===== src/rtl/ps2_host_tx.sv =====
// PS/2 host-to-device command transmitter (inhibit, start, 8 data, parity, stop, ack).
// Define PS2_TX_TIMEOUT_EN to abort stalled transfers after START_TIMEOUT / XFER_TIMEOUT.
module ps2_host_tx #(
  parameter int INHIBIT_CYCLES = 5000,
  parameter int START_TIMEOUT  = 750000,
  parameter int XFER_TIMEOUT   = 100000
) (
  input  logic       CLOCK_50,
  input  logic       reset,
  input  logic [7:0] cmd_byte,
  input  logic       cmd_valid,
  output logic       cmd_ready,
  input  logic       ps2_clk_in,
  input  logic       ps2_dat_in,
  output logic       ps2_clk_oe,
  output logic       ps2_dat_oe,
  output logic       busy,
  output logic       tx_done,
  output logic       tx_error
);

  if (INHIBIT_CYCLES < 2 || START_TIMEOUT < 1 ||
      XFER_TIMEOUT < 1) begin : g_bad_param
    $error("ps2_host_tx: parameter out of range");
  end

  localparam int IW = $clog2(INHIBIT_CYCLES);
  localparam logic [IW-1:0] INH_PRE  = IW'(INHIBIT_CYCLES - 2);
  localparam logic [IW-1:0] INH_LAST = IW'(INHIBIT_CYCLES - 1);

`ifdef PS2_TX_TIMEOUT_EN
  localparam int TMAX = (START_TIMEOUT > XFER_TIMEOUT) ?
                        START_TIMEOUT : XFER_TIMEOUT;
  localparam int TW = $clog2(TMAX + 1);
  localparam logic [TW-1:0] TO_START = TW'(START_TIMEOUT - 1);
  localparam logic [TW-1:0] TO_XFER  = TW'(XFER_TIMEOUT - 1);
  logic [TW-1:0] tmo_cnt;
  logic          tmo_hit;
`endif

  typedef enum logic [2:0] {
    IDLE,
    INHIBIT,
    RELEASE,
    SHIFT,
    ACK,
    WAIT_IDLE
  } state_t;

  state_t        state;
  logic          clk_meta, sync_clk, clk_prev;
  logic          dat_meta, sync_dat;
  logic          fall;
  logic [IW-1:0] inh_cnt;
  logic [3:0]    edge_cnt;
  logic [9:0]    frame;
  logic          ack_ok;

  // Idle-high reset values keep a falling edge from appearing out of reset.
  always_ff @(posedge CLOCK_50) begin
    if (reset) begin
      clk_meta <= 1'b1;
      sync_clk <= 1'b1;
      clk_prev <= 1'b1;
      dat_meta <= 1'b1;
      sync_dat <= 1'b1;
    end else begin
      clk_meta <= ps2_clk_in;
      sync_clk <= clk_meta;
      clk_prev <= sync_clk;
      dat_meta <= ps2_dat_in;
      sync_dat <= dat_meta;
    end
  end

  assign fall = clk_prev & ~sync_clk;

`ifdef PS2_TX_TIMEOUT_EN
  always_comb begin
    tmo_hit = 1'b0;
    if (state == RELEASE && !fall && tmo_cnt == TO_START)
      tmo_hit = 1'b1;
    if ((state == SHIFT || state == ACK) && tmo_cnt == TO_XFER)
      tmo_hit = 1'b1;
  end
`endif

  always_ff @(posedge CLOCK_50) begin
    if (reset) begin
      state      <= IDLE;
      cmd_ready  <= 1'b1;
      busy       <= 1'b0;
      ps2_clk_oe <= 1'b0;
      ps2_dat_oe <= 1'b0;
      tx_done    <= 1'b0;
      tx_error   <= 1'b0;
      inh_cnt    <= '0;
      edge_cnt   <= '0;
      frame      <= '0;
      ack_ok     <= 1'b0;
`ifdef PS2_TX_TIMEOUT_EN
      tmo_cnt    <= '0;
`endif
    end else begin
      tx_done  <= 1'b0;
      tx_error <= 1'b0;
      unique case (state)
        IDLE: begin
          if (cmd_valid && cmd_ready) begin
            frame      <= {1'b1, ~^cmd_byte, cmd_byte};
            inh_cnt    <= '0;
            edge_cnt   <= '0;
            ps2_clk_oe <= 1'b1;
            cmd_ready  <= 1'b0;
            busy       <= 1'b1;
            state      <= INHIBIT;
          end
        end
        INHIBIT: begin
          inh_cnt <= inh_cnt + 1'b1;
          if (inh_cnt == INH_PRE)
            ps2_dat_oe <= 1'b1;
          if (inh_cnt == INH_LAST) begin
            ps2_clk_oe <= 1'b0;
            state      <= RELEASE;
          end
        end
        RELEASE: begin
          if (fall) begin
            ps2_dat_oe <= ~frame[0];
            frame      <= {1'b0, frame[9:1]};
            edge_cnt   <= 4'd1;
            state      <= SHIFT;
          end
        end
        SHIFT: begin
          // Edge 10 counting the release edge puts stop on the line.
          if (fall) begin
            ps2_dat_oe <= ~frame[0];
            frame      <= {1'b0, frame[9:1]};
            edge_cnt   <= edge_cnt + 1'b1;
            if (edge_cnt == 4'd9)
              state <= ACK;
          end
        end
        ACK: begin
          if (fall) begin
            ack_ok <= ~sync_dat;
            state  <= WAIT_IDLE;
          end
        end
        WAIT_IDLE: begin
          if (sync_clk && sync_dat) begin
            tx_done   <= ack_ok;
            tx_error  <= ~ack_ok;
            cmd_ready <= 1'b1;
            busy      <= 1'b0;
            edge_cnt  <= '0;
            state     <= IDLE;
          end
        end
        default: begin
          state <= IDLE;
        end
      endcase

`ifdef PS2_TX_TIMEOUT_EN
      if (state == INHIBIT || (state == RELEASE && fall))
        tmo_cnt <= '0;
      else if (state == RELEASE || state == SHIFT ||
               state == ACK)
        tmo_cnt <= tmo_cnt + 1'b1;
      if (tmo_hit) begin
        ps2_clk_oe <= 1'b0;
        ps2_dat_oe <= 1'b0;
        tx_done    <= 1'b0;
        tx_error   <= 1'b1;
        cmd_ready  <= 1'b1;
        busy       <= 1'b0;
        edge_cnt   <= '0;
        tmo_cnt    <= '0;
        state      <= IDLE;
      end
`endif
    end
  end

endmodule


===== config.mk =====
export PLATFORM = sky130hd
export DESIGN_NAME = ps2_host_tx
export DESIGN_NICKNAME = d
export VERILOG_FILES = /design/src/rtl/ps2_host_tx.sv
export SDC_FILE = /design/constraint.sdc
export NUM_CORES = 1
export LEC_CHECK = 0
export CORE_MARGIN = 1.5
export CORE_UTILIZATION = 51
export CTS_CLUSTER_DIAMETER = 40
export DETAILED_ROUTE_END_ITERATION = 8
export PLACE_DENSITY = 0.79
export SETUP_SLACK_MARGIN = 0.2
export SYNTH_ARGS = -nofsm -noshare
export SYNTH_HDL_FRONTEND = slang
export SYNTH_SLANG_ARGS = --single-unit
export TNS_END_PERCENT = 10

===== constraint.sdc =====
create_clock -name CLOCK_50 -period 1.58 [get_ports CLOCK_50]
set_input_delay 0.316 -clock CLOCK_50 [delete_from_list [all_inputs] [get_ports CLOCK_50]]
set_output_delay 0.316 -clock CLOCK_50 [all_outputs]
set_load 0.01 [all_outputs]

Yosys cells after proc, flatten, opt, wreduce, memory -nomap -nowiden --
Index checks and enable logic that the tools add are counted.
Storage, ports and cells: register bits after elaboration 42, bits of input ports 13, output and inout port bits 6, logic and storage cells 90
Cells by class: add/subtract/negate cells 2, equality and inequality tests 17, multiplexer cells 29, bitwise gates (word level) 7, reductions and logical operators 19
Operator list (count):
- == test 13 bit, second input constant | 2
- one-hot mux 13 bit (2 select lines) | 1
- two-way mux 3 bit | 7
- two-way mux 10 bit | 2
- one-hot mux 10 bit (2 select lines) | 1
- one-hot mux 3 bit (6 select lines) | 1
- two-way mux 4 bit | 4
- != test 2 bit, second input constant | 8
- one-hot mux 4 bit (4 select lines) | 1
- adder 13 x 1 -> 13 bit, second input constant | 1
- two-way mux 13 bit | 1
- AND reduction 3 bit | 4
- one-hot mux 1 bit (2 select lines) | 4
- nonzero test 2 bit | 4
- XNOR reduction 8 bit | 1
- two-way mux 1 bit | 7
- AND reduction 7 bit | 1
- == test 3 x 2 -> 1 bit, second input constant | 2
- == test 3 bit, second input constant | 2
- NOT 1 bit | 6
- AND reduction 5 bit | 1
- adder 4 x 1 -> 4 bit, second input constant | 1
- == test 4 bit, second input constant | 1
- AND reduction 2 bit | 2
- 8 further kinds | 9

Logic depth before layout (Yosys ltp) --
Gate-level depths: netlist of the first run.
depth after elaboration 4, gate-level depth with buffers 6, depth with buffers taken out 6

Least setup slack after synthesis of the first run --
OpenSTA, ideal clock, no wires.
kind reg2reg, from reg inh_cnt[0], to reg inh_cnt[12], setup time 0.070 ns, arrival time 1.648 ns, data required time 1.510 ns, slack -0.139 ns, cell stages (with the launch flop) 7, buffers on the path 1, period minus slack after synthesis 1.719 ns, cell sequence dfxtp_1 -> ha_1 -> and4_1 -> clkbuf_1 -> nand2_1 -> or4_1 -> a21oi_1
Between the ends: longest elaborated chain between the ends 2
Ends and longest elaborated chain:
- start: declaration | line 54 | logic [IW-1:0] inh_cnt;
- start signal: assignment | line 120 | inh_cnt <= inh_cnt + 1'b1;
- adder 13 x 1 -> 13 bit | line 120
- one-hot mux 13 bit (2 select lines) | line 107 | unique case (state)
No other way between the ends. A chain may end at the register's enable or synchronous reset.

Worst setup path after layout of the first run --
from reg state[0], to reg inh_cnt[11]
Between the ends: longest elaborated chain between the ends 3, elaborated cells between the ends (all ways) 6, those cells by class eq/ne (2); mux (1); reduce/logical (3)
Ends and longest elaborated chain:
- start: declaration | line 50 | state_t state;
- start signal: assignment | line 90 | state <= IDLE;
- start signal: assignment | line 116 | state <= INHIBIT;
- start signal: assignment | line 125 | state <= RELEASE;
- == test 3 x 1 -> 1 bit or zero test 3 bit (tied branches) | line 107
- nonzero test 2 bit (no source line) or != test 2 bit (tied branches)
- AND reduction 2 bit (no source line)
Several ways; a longest one is shown, not always the timed one.

==> results.yml, run 1 <==
power:
  p_per_area_nw_per_um2: 870.9
  p_total_mw: 2.533
  leakagePower_nw: 1.195
  clkPwrFrac: 0.338
  seqPwrFrac: 0.454
  switching_share: 0.2682
  internal-power_mw: 1.853
  p_sw_mw: 0.6792
  ir_drop_mv: 0.8060
  pwr-share-comb: 0.209
clock_tree:
  path_clk_slew_ps: 80
  clock_sinks: 42
  cts_tree: "built"
  cts_buffer_depth: 2
  cts.hold.buffers_added: 0
  cts-htree-levels: 2
  worstSkewPairLatency_ps: 300
  clockRootBuffer: "clkbuf_8"
  numCtsBuffers: 5
global_route:
  grt_usage: 0.2490
  grt_max_degree: 35
  grt_pass1_wl_um: 8645
  overflow: 0
  first_global_vias: 1888
  antenna_found_initial: 0
synth:
  synth.top_cell.area_share: 0.3941
  synth_top_cell_by_area: "dfxtp_1"
  synth_most_common_cell: "dfxtp_1"
  synthCells: 241
  async_reset_ff_frac: 0
  yosys_warnings: 0
  synth_flop_cell: "dfxtp_1"
  syn_area_per_cell_um2: 8.852
  ys_seq_area_frac: 0.3941
  synth_area_um2: 2133
  synth_common_cells: "dfxtp_1, nor2_1, a21oi_1"
  synth_edf_count: 0
  netlist_top_cells_area: "dfxtp_1, mux2i_1, a21oi_1"
  ys_ff_latch: 42
  synth_nets: 258
  synth.distinct_cells: 49
layout:
  final_util: 0.7269
  fillers: 291
  drive_gt1_frac: 0.3099
  final_area_um2: 2908
  nNetsFinal: 300
  area_growth_pct: 36.31
  diodes: 0
critical_path:
  end_kind: "flop"
  r2r-end: "inh_cnt[11]"
  crit_start: "state[0]"
  start_kind: "flop"
  r2r_slack_ps: -7
  cp_max_fo: 6
  critical_path_arrival_ps: 1780
  r2r_start: "state[0]"
  crit_type: "reg -> reg"
  critPathRequiredTime_ps: 1780
  reg2reg_depth: 4
timing:
  final.setup.tns_ps: -7.139
  report.final.slew_viol_count: 0
  rsz0062_at_grt: "yes"
  fmax_ghz: 0.6301
  skew_ps: 10.96
  timing.final.ws_setup_ps: -7.139
  period_share: 1.005
  worst_pin_slew_ps: 384.9
  period_minus_slack_ps: 1587
  hold_viol_final: 0
  relSlewSlack: 0.7368
  setup_viol_count_final: 1
placement:
  placed_area_um2: 2571
  port_buffers: 18
  gp_congestion: 0.8456
  hpwl_um: 3328
  pre_cts_slack_ps: -333.5
floorplan:
  io_pins: 19
  fp.dieH_um: 67.68
  dieArea_um2: 4580
  core_um2: 4000
  rows: 23
  die_w_um: 67.68
  initial_utilization: 0.5333
drt:
  vias: 2005
  drt_first_iter_violations: 210
  wire_per_inst_um: 16.31
  drt-total-wl_um: 5448
  via_per_inst: 6.003
  drtPass1Iterations: 4
  drc: 0
  ant_nets: 0
outcome:
  violations: "setup timing"
  status: "complete, but fails checks"
hold_path:
  hold_start: "clk_meta"
  holdPathStages: 1
  hold_class: "reg -> reg"
  hold_path_end: "sync_clk"
job:
  max-cap-violations: 0
[worst max-delay path, stage by stage, from the launching register on]
cell	delay [ps]
dfxtp_2	340
or3b_4	430
or3_4	350
o211a_1	210
o21ba_1	170
[cell type report]
cell class                 instances  area, um^2  share of cell area
clock buffer                       6       72.57             0.02496
clock inverter                     2       37.54             0.01291
inverter                           8       30.03             0.01033
multi-input combinational        176        1356              0.4664
sequential                        42       850.8              0.2926
tap                               50       62.56             0.02151
timing repair buffer              50       498.0              0.1713
[worst max path at each step]
stage / end / slack (ps)
3_3_place_gp: frame[7] / -290
5_1_grt: inh_cnt[11] / -50
6_report: inh_cnt[11] / -7
2_1_floorplan: inh_cnt[12] / -30
3_5_place_dp: frame[3] / -330
4_1_cts: inh_cnt[11] / 5
[power by group through the flow]
stage | logic, mW | clock network [mW] | registers, mW
3_3_place_gp | 0.415 | 0 | 1.17
3_5_place_dp | 0.420 | 0 | 1.17
2_1_floorplan | 0.250 | 0 | 1.17
4_1_cts | 0.473 | 0.862 | 1.15
6_report | 0.529 | 0.855 | 1.15
5_1_grt | 0.567 | 0.910 | 1.16
[stage by stage]
| stage | hold WS [ps] | cells |
|---|---|---|
| 5_1_grt | 434.3 | 334 |
| 2_1_floorplan | 389.5 | 241 |
| 3_5_place_dp | 396.8 | 323 |
| 3_3_place_gp | 392.4 | 323 |
| 4_1_cts | 415.8 | 334 |
| 6_report | 413.1 | 334 |
[sequential cells by signal, summed over array words and instances (netlist names)]
register	flops
ack_ok	1
busy	1
clk_meta	1
clk_prev	1
cmd_ready	1
dat_meta	1
edge_cnt	4
frame	10
inh_cnt	13
ps2_clk_oe	1
ps2_dat_oe	1
state	3
sync_clk	1
sync_dat	1
tx_done	1
tx_error	1
[metal layers]
| layer | up-vias | track usage | routed length [um] |
|---|---|---|---|
| li1 | 977 | - | - |
| met1 | 950 | 0.3313 | 2432 |
| met2 | 63 | 0.4093 | 2631 |
| met3 | 15 | 0.04000 | 259 |
| met4 | 0 | 0.08163 | 125 |
| met5 | - | 0 | 0 |
[what timing repair did]
action                     CTS  global route
setup buffers                2             0
setup endpoints to repair   37            41
pin swaps                    5            13
gates resized for setup      9            42
cloned                       1             0
[cells in the final DEF, fill, tap and decap left out, types with 5 or more instances in the layout]
| master | Yosys | routed |
|---|---|---|
| xnor2_1 | 6 | 6 |
| or2_2 | 5 | 5 |
| dfxtp_2 | 0 | 8 |
| dlymetal6s2s_1 | 0 | 7 |
| nor3_1 | 7 | 5 |
| clkdlybuf4s50_1 | 0 | 11 |
| buf_4 | 0 | 26 |
| nor2_1 | 20 | 18 |
| a31oi_1 | 7 | 6 |
| clkbuf_8 | 0 | 5 |
| inv_1 | 8 | 8 |
| nand2b_1 | 8 | 8 |
| mux2i_1 | 9 | 9 |
| dfxtp_1 | 42 | 34 |
| nand2_1 | 9 | 8 |
| a21oi_1 | 17 | 14 |
| a211oi_1 | 9 | 7 |
| nand3_1 | 7 | 6 |
[cells by family (layout without fill, tap and decap cells)]
logic type      after synthesis  in the layout  synth area share
compound gates               63             63            0.2047
xor+xnor                      7              7           0.02874
fa+ha+maj                     4              4           0.02346
buf+inv                      23             66           0.04692
flops                        42             42            0.3941
mux                           9              9           0.04223
simple gates                 93             93            0.2598
(Power assumes the default switching activity.)
==> inputs of run 2 (changes only) <==
--- a/config.mk
+++ b/config.mk
@@ -9,7 +9,7 @@
 export CORE_UTILIZATION = 51
 export CTS_CLUSTER_DIAMETER = 40
 export DETAILED_ROUTE_END_ITERATION = 8
-export PLACE_DENSITY = 0.79
+export PLACE_DENSITY = 0.8
 export SETUP_SLACK_MARGIN = 0.2
 export SYNTH_ARGS = -nofsm -noshare
 export SYNTH_HDL_FRONTEND = slang
==> results.yml, run 2 (synthesis results as in run 1) <==
hold_path:
  hold_start: "dat_meta"
  hold_path_end: "sync_dat"
  hold_class: "reg -> reg"
  holdPathStages: 1
critical_path:
  end_kind: "flop"
  start_kind: "flop"
  critPathRequiredTime_ps: 1780
  cp_slowest_stage_delay_ps: 450
  reg2reg_depth: 4
  path_cells: "or3b_4 -> or3_4 -> o211a_1 -> o21ba_1"
  cp_max_fo: 7
  crit_type: "reg -> reg"
  r2r_start: "state[1]"
  r2r-end: "inh_cnt[11]"
  r2r_slack_ps: -30
  cpMaxStageDelayCell: "or3b_4"
  critical_path_arrival_ps: 1810
outcome:
  status: "complete, but fails checks"
  violations: "setup timing"
clock_tree:
  clock_sinks: 42
  clockRootBuffer: "clkbuf_8"
  path_clk_slew_ps: 80
  cts_tree: "built"
  numCtsBuffers: 5
  worstSkewPairLatency_ps: 300
  cts_buffer_depth: 2
  cts-htree-levels: 2
  cts.hold.buffers_added: 0
floorplan:
  io_pins: 19
  core_um2: 4000
  fp.dieH_um: 67.68
  rows: 23
  initial_utilization: 0.5333
  die_w_um: 67.68
  dieArea_um2: 4580
global_route:
  overflow: 0
  grt_max_degree: 32
  grt_pass1_wl_um: 9473
  antenna_found_initial: 0
  first_global_vias: 2000
  grt_usage: 0.2801
drt:
  ant_nets: 0
  drc: 0
  via_per_inst: 6.117
  drt-total-wl_um: 6122
  drt_first_iter_violations: 246
  wire_per_inst_um: 17.85
  vias: 2098
  drtPass1Iterations: 4
layout:
  largest_registers: "inh_cnt x13, frame x10, edge_cnt x4"
  nNetsFinal: 309
  final_common_cell: "dfxtp_1"
  largest_register_ffs: 13
  area_growth_pct: 45.45
  drive_gt1_frac: 0.4061
  mostFrequentLayoutCells: "dfxtp_1, buf_4, a21oi_1, nor2_1, clkdlybuf4s50_1"
  final_util: 0.7757
  diodes: 0
  final_area_um2: 3103
  registers.top_by_ff_count: "inh_cnt"
timing:
  setup_viol_count_final: 2
  report.final.slew_viol_count: 0
  period_share: 1.019
  relSlewSlack: 0.7571
  hold_viol_final: 0
  hold_ws_ps: 412.7
  fmax_ghz: 0.6211
  period_minus_slack_ps: 1610
  worst_pin_slew_ps: 364.0
  skew_ps: 8.447
  rsz0062_at_grt: "yes"
  timing.final.ws_setup_ps: -29.93
placement:
  pre_cts_slack_ps: -345.8
  hpwl_um: 3355
  port_buffers: 18
  placed_area_um2: 2571
  gp_congestion: 0.8283
power:
  switching_share: 0.2965
  pwr-share-comb: 0.252
  p_sw_mw: 0.7353
  leakagePower_nw: 1.192
  p_total_mw: 2.480
  seqPwrFrac: 0.468
  internal-power_mw: 1.744
  clkPwrFrac: 0.280
  p_per_area_nw_per_um2: 799.1
  ir_drop_mv: 0.6922
job:
  max-cap-violations: 0
==> run 2: changes by cell type in the layout (fill, tap and decap cells not counted), moves of 6 or more <==
| cell | previous run | this run |
|---|---|---|
| nor2_4 | 1 | 7 |
| a211oi_2 | 1 | 8 |
| nor2_1 | 18 | 12 |
| dlymetal6s2s_1 | 7 | 0 |
| a211oi_1 | 7 | 1 |
| dlygate4sd2_1 | 0 | 7 |
==> run 2: power by group through the flow <==
stage / Clock (mW) / Sequential [mW] / Combinational (mW)
after floorplan: 0 / 1.17 / 0.250
after global placement: 0 / 1.17 / 0.418
after detailed placement: 0 / 1.17 / 0.428
after CTS: 0.700 / 1.16 / 0.572
after global routing: 0.746 / 1.17 / 0.665
final: 0.695 / 1.16 / 0.624
==> run 2: area by class of cell <==
cell class | instances | area, um^2
multi-input cells | 176 | 1524
fillers | 226 | 897.1
flip-flops and latches | 42 | 849.6
repair buffers | 59 | 550.5
clock buffers | 6 | 72.57
well taps | 50 | 62.56
inverters | 8 | 30.03
clock inverters | 2 | 13.76
==> run 2: how the worst max path moves through the flow <==
stage	from	endpoint	slack, ps	depth (start not counted)
6_report	state[1]	inh_cnt[11]	-30	4
5_1_grt	state[2]	state[0]	-80	5
3_3_place_gp	cmd_valid	frame[6]	-280	7
2_1_floorplan	inh_cnt[0]	inh_cnt[12]	-30	6
4_1_cts	state[0]	frame[8]	-7	6
3_5_place_dp	cmd_valid	frame[7]	-350	7
==> run 2: metal layers <==
metal / routed length (um) / GRT usage / vias to the layer above
met5: 0 / 0 / -
li1: - / - / 995
met4: 187 / 0.1454 / 0
met1: 2607 / 0.3497 / 989
met2: 2955 / 0.4424 / 91
met3: 371 / 0.07167 / 23
==> run 2: timing repair <==
action / 4_1_cts / 5_1_grt
gates resized for setup: 68 / 20
buffers inserted: 9 / 2
pin swaps: 31 / 11
gates cloned: 1 / 0
setup endpoints to repair: 39 / 36
==> run 2: worst max-delay path: cells and delay by family, from the launching register on <==
family | cells | cell delay, ps
compound gates | 2 | 380
flops | 1 | 330
simple gates | 2 | 800
==> run 2: through the flow <==
step,instances,setup TNS [ps]
2_1_floorplan,241,-51.98
3_3_place_gp,323,-6289
3_5_place_dp,323,-6967
4_1_cts,341,-6.873
5_1_grt,343,-220.2
6_report,343,-48.46
==> inputs of run 3 (changes only) <==
--- a/config.mk
+++ b/config.mk
@@ -10,7 +10,6 @@
 export CTS_CLUSTER_DIAMETER = 40
 export DETAILED_ROUTE_END_ITERATION = 8
 export PLACE_DENSITY = 0.8
-export SETUP_SLACK_MARGIN = 0.2
 export SYNTH_ARGS = -nofsm -noshare
 export SYNTH_HDL_FRONTEND = slang
 export SYNTH_SLANG_ARGS = --single-unit
==> results.yml, run 3 (synthesis results as in run 1) <==
outcome:
  status: "complete, but fails checks"
  violations: "setup timing"
global_route:
  grt_pass1_wl_um: 8321
  grt_usage: 0.2403
  grt_max_degree: 37
  overflow: 0
  antenna_found_initial: 0
  first_global_vias: 1797
drt:
  drtPass1Iterations: 4
  wire_per_inst_um: 15.58
  drt-total-wl_um: 5297
  drc: 0
  vias: 2021
  via_per_inst: 5.944
  ant_nets: 0
  drt_first_iter_violations: 177
hold_path:
  hold_path_end: "sync_clk"
  holdPathStages: 1
  hold_start: "clk_meta"
  hold_class: "reg -> reg"
layout:
  drive_gt1_frac: 0.2966
  final_common_cell: "dfxtp_1"
  nNetsFinal: 306
  largest_registers: "inh_cnt x13, frame x10, edge_cnt x4"
  final_area_um2: 2887
  registers.top_by_ff_count: "inh_cnt"
  area_growth_pct: 35.31
  mostFrequentLayoutCells: "dfxtp_1, buf_4, nor2_1, clkdlybuf4s50_1, a21oi_1"
  diodes: 0
  stdcell_count: 340
  largest_register_ffs: 13
critical_path:
  critPathRequiredTime_ps: 1780
  r2r-end: "frame[2]"
  end_kind: "flop"
  r2r_start: "state[0]"
  cp_max_fo: 8
  crit_type: "in -> reg"
  reg2reg_depth: 7
  start_kind: "input port"
  critical_path_arrival_ps: 1790
  r2r_slack_ps: 10
job:
  max-cap-violations: 0
timing:
  period_share: 1.004
  setup_viol_count_final: 1
  timing.final.ws_setup_ps: -6.155
  worst_pin_slew_ps: 428.7
  hold_viol_final: 0
  period_minus_slack_ps: 1586
  skew_ps: 7.481
  rsz0062_at_grt: "yes"
  report.final.slew_viol_count: 0
  fmax_ghz: 0.6305
  relSlewSlack: 0.7068
placement:
  placed_area_um2: 2544
  gp_congestion: 0.8324
  port_buffers: 18
  hpwl_um: 3396
  dp.cells: 322
  pre_cts_slack_ps: -386.1
clock_tree:
  numCtsBuffers: 5
  cts_tree: "built"
  clock_sinks: 42
  worstSkewPairLatency_ps: 290
  cts-htree-levels: 2
  clockRootBuffer: "clkbuf_8"
  cts_buffer_depth: 2
  path_clk_slew_ps: 70
  cts.hold.buffers_added: 0
floorplan:
  dieArea_um2: 4580
  io_pins: 19
  die_w_um: 67.68
  initial_utilization: 0.5333
  fp.dieH_um: 67.68
  rows: 23
  core_um2: 4000
power:
  ir_drop_mv: 0.4645
  leakagePower_nw: 1.147
  p_per_area_nw_per_um2: 867.2
## run 3: metrics by stage
step	hold slack (ps)	util	total power [mW]	setup TNS [ps]
after CTS	421.9	0.6841	2.449	-210.6
after global placement	392.1	0.6359	1.568	-7141
after detailed placement	403.9	0.6359	1.582	-8104
after global routing	454.9	0.7216	2.615	-196.1
after floorplan	389.5	-	1.412	-240.6
final	418.9	0.7216	2.503	-6.155
## run 3: timing repair
action | in CTS | in global routing
cloned | 1 | 0
endpoints found under the hold margin | 0 | 0
pin swaps | 3 | 10
gates resized for setup | 8 | 34
setup buffers | 3 | 6
setup endpoints to repair | 20 | 26
## run 3: critical path, stage by stage
cell             delay [ps]
clkdlybuf4s50_1         500
nor4bb_2                220
buf_4                   200
o2bb2ai_4               150
buf_12                  150
nor2_1                   40
a211oi_1                200
## run 3: per-layer routing
| layer | part of all wire | GRT usage | vias up |
|---|---|---|---|
| met3 | 0.035 | 0.05000 | 8 |
| met1 | 0.45 | 0.3120 | 981 |
| li1 | - | - | 986 |
| met2 | 0.50 | 0.3885 | 46 |
| met5 | 0 | 0 | - |
| met4 | 0.016 | 0.09439 | 0 |
## run 3: report_power, final
part	leakage [nW]	switching [mW]	total (mW)	internal [mW]
logic	0.749	0.251	0.533	0.282
registers	0.345	0.0329	1.15	1.11
clock network	0.0524	0.351	0.824	0.473
total	1.15	0.634	2.50	1.87
## run 3: cell type report
cell class | instances | area, um^2
multi-input combinational | 176 | 1308
fill | 265 | 1114
sequential | 42 | 848.3
timing repair buffer | 56 | 531.8
clock buffer | 7 | 76.32
tap | 50 | 62.56
clock inverter | 1 | 30.03
inverter | 8 | 30.03
## run 3: worst max path at each step
stage / start / end / slack [ps]
6_report: cmd_valid / frame[2] / -6
5_1_grt: inh_cnt[11] / state[0] / -50
2_1_floorplan: state[1] / inh_cnt[11] / -90
3_5_place_dp: cmd_valid / frame[6] / -390
4_1_cts: state[0] / inh_cnt[12] / -60
3_3_place_gp: cmd_valid / edge_cnt[3] / -330
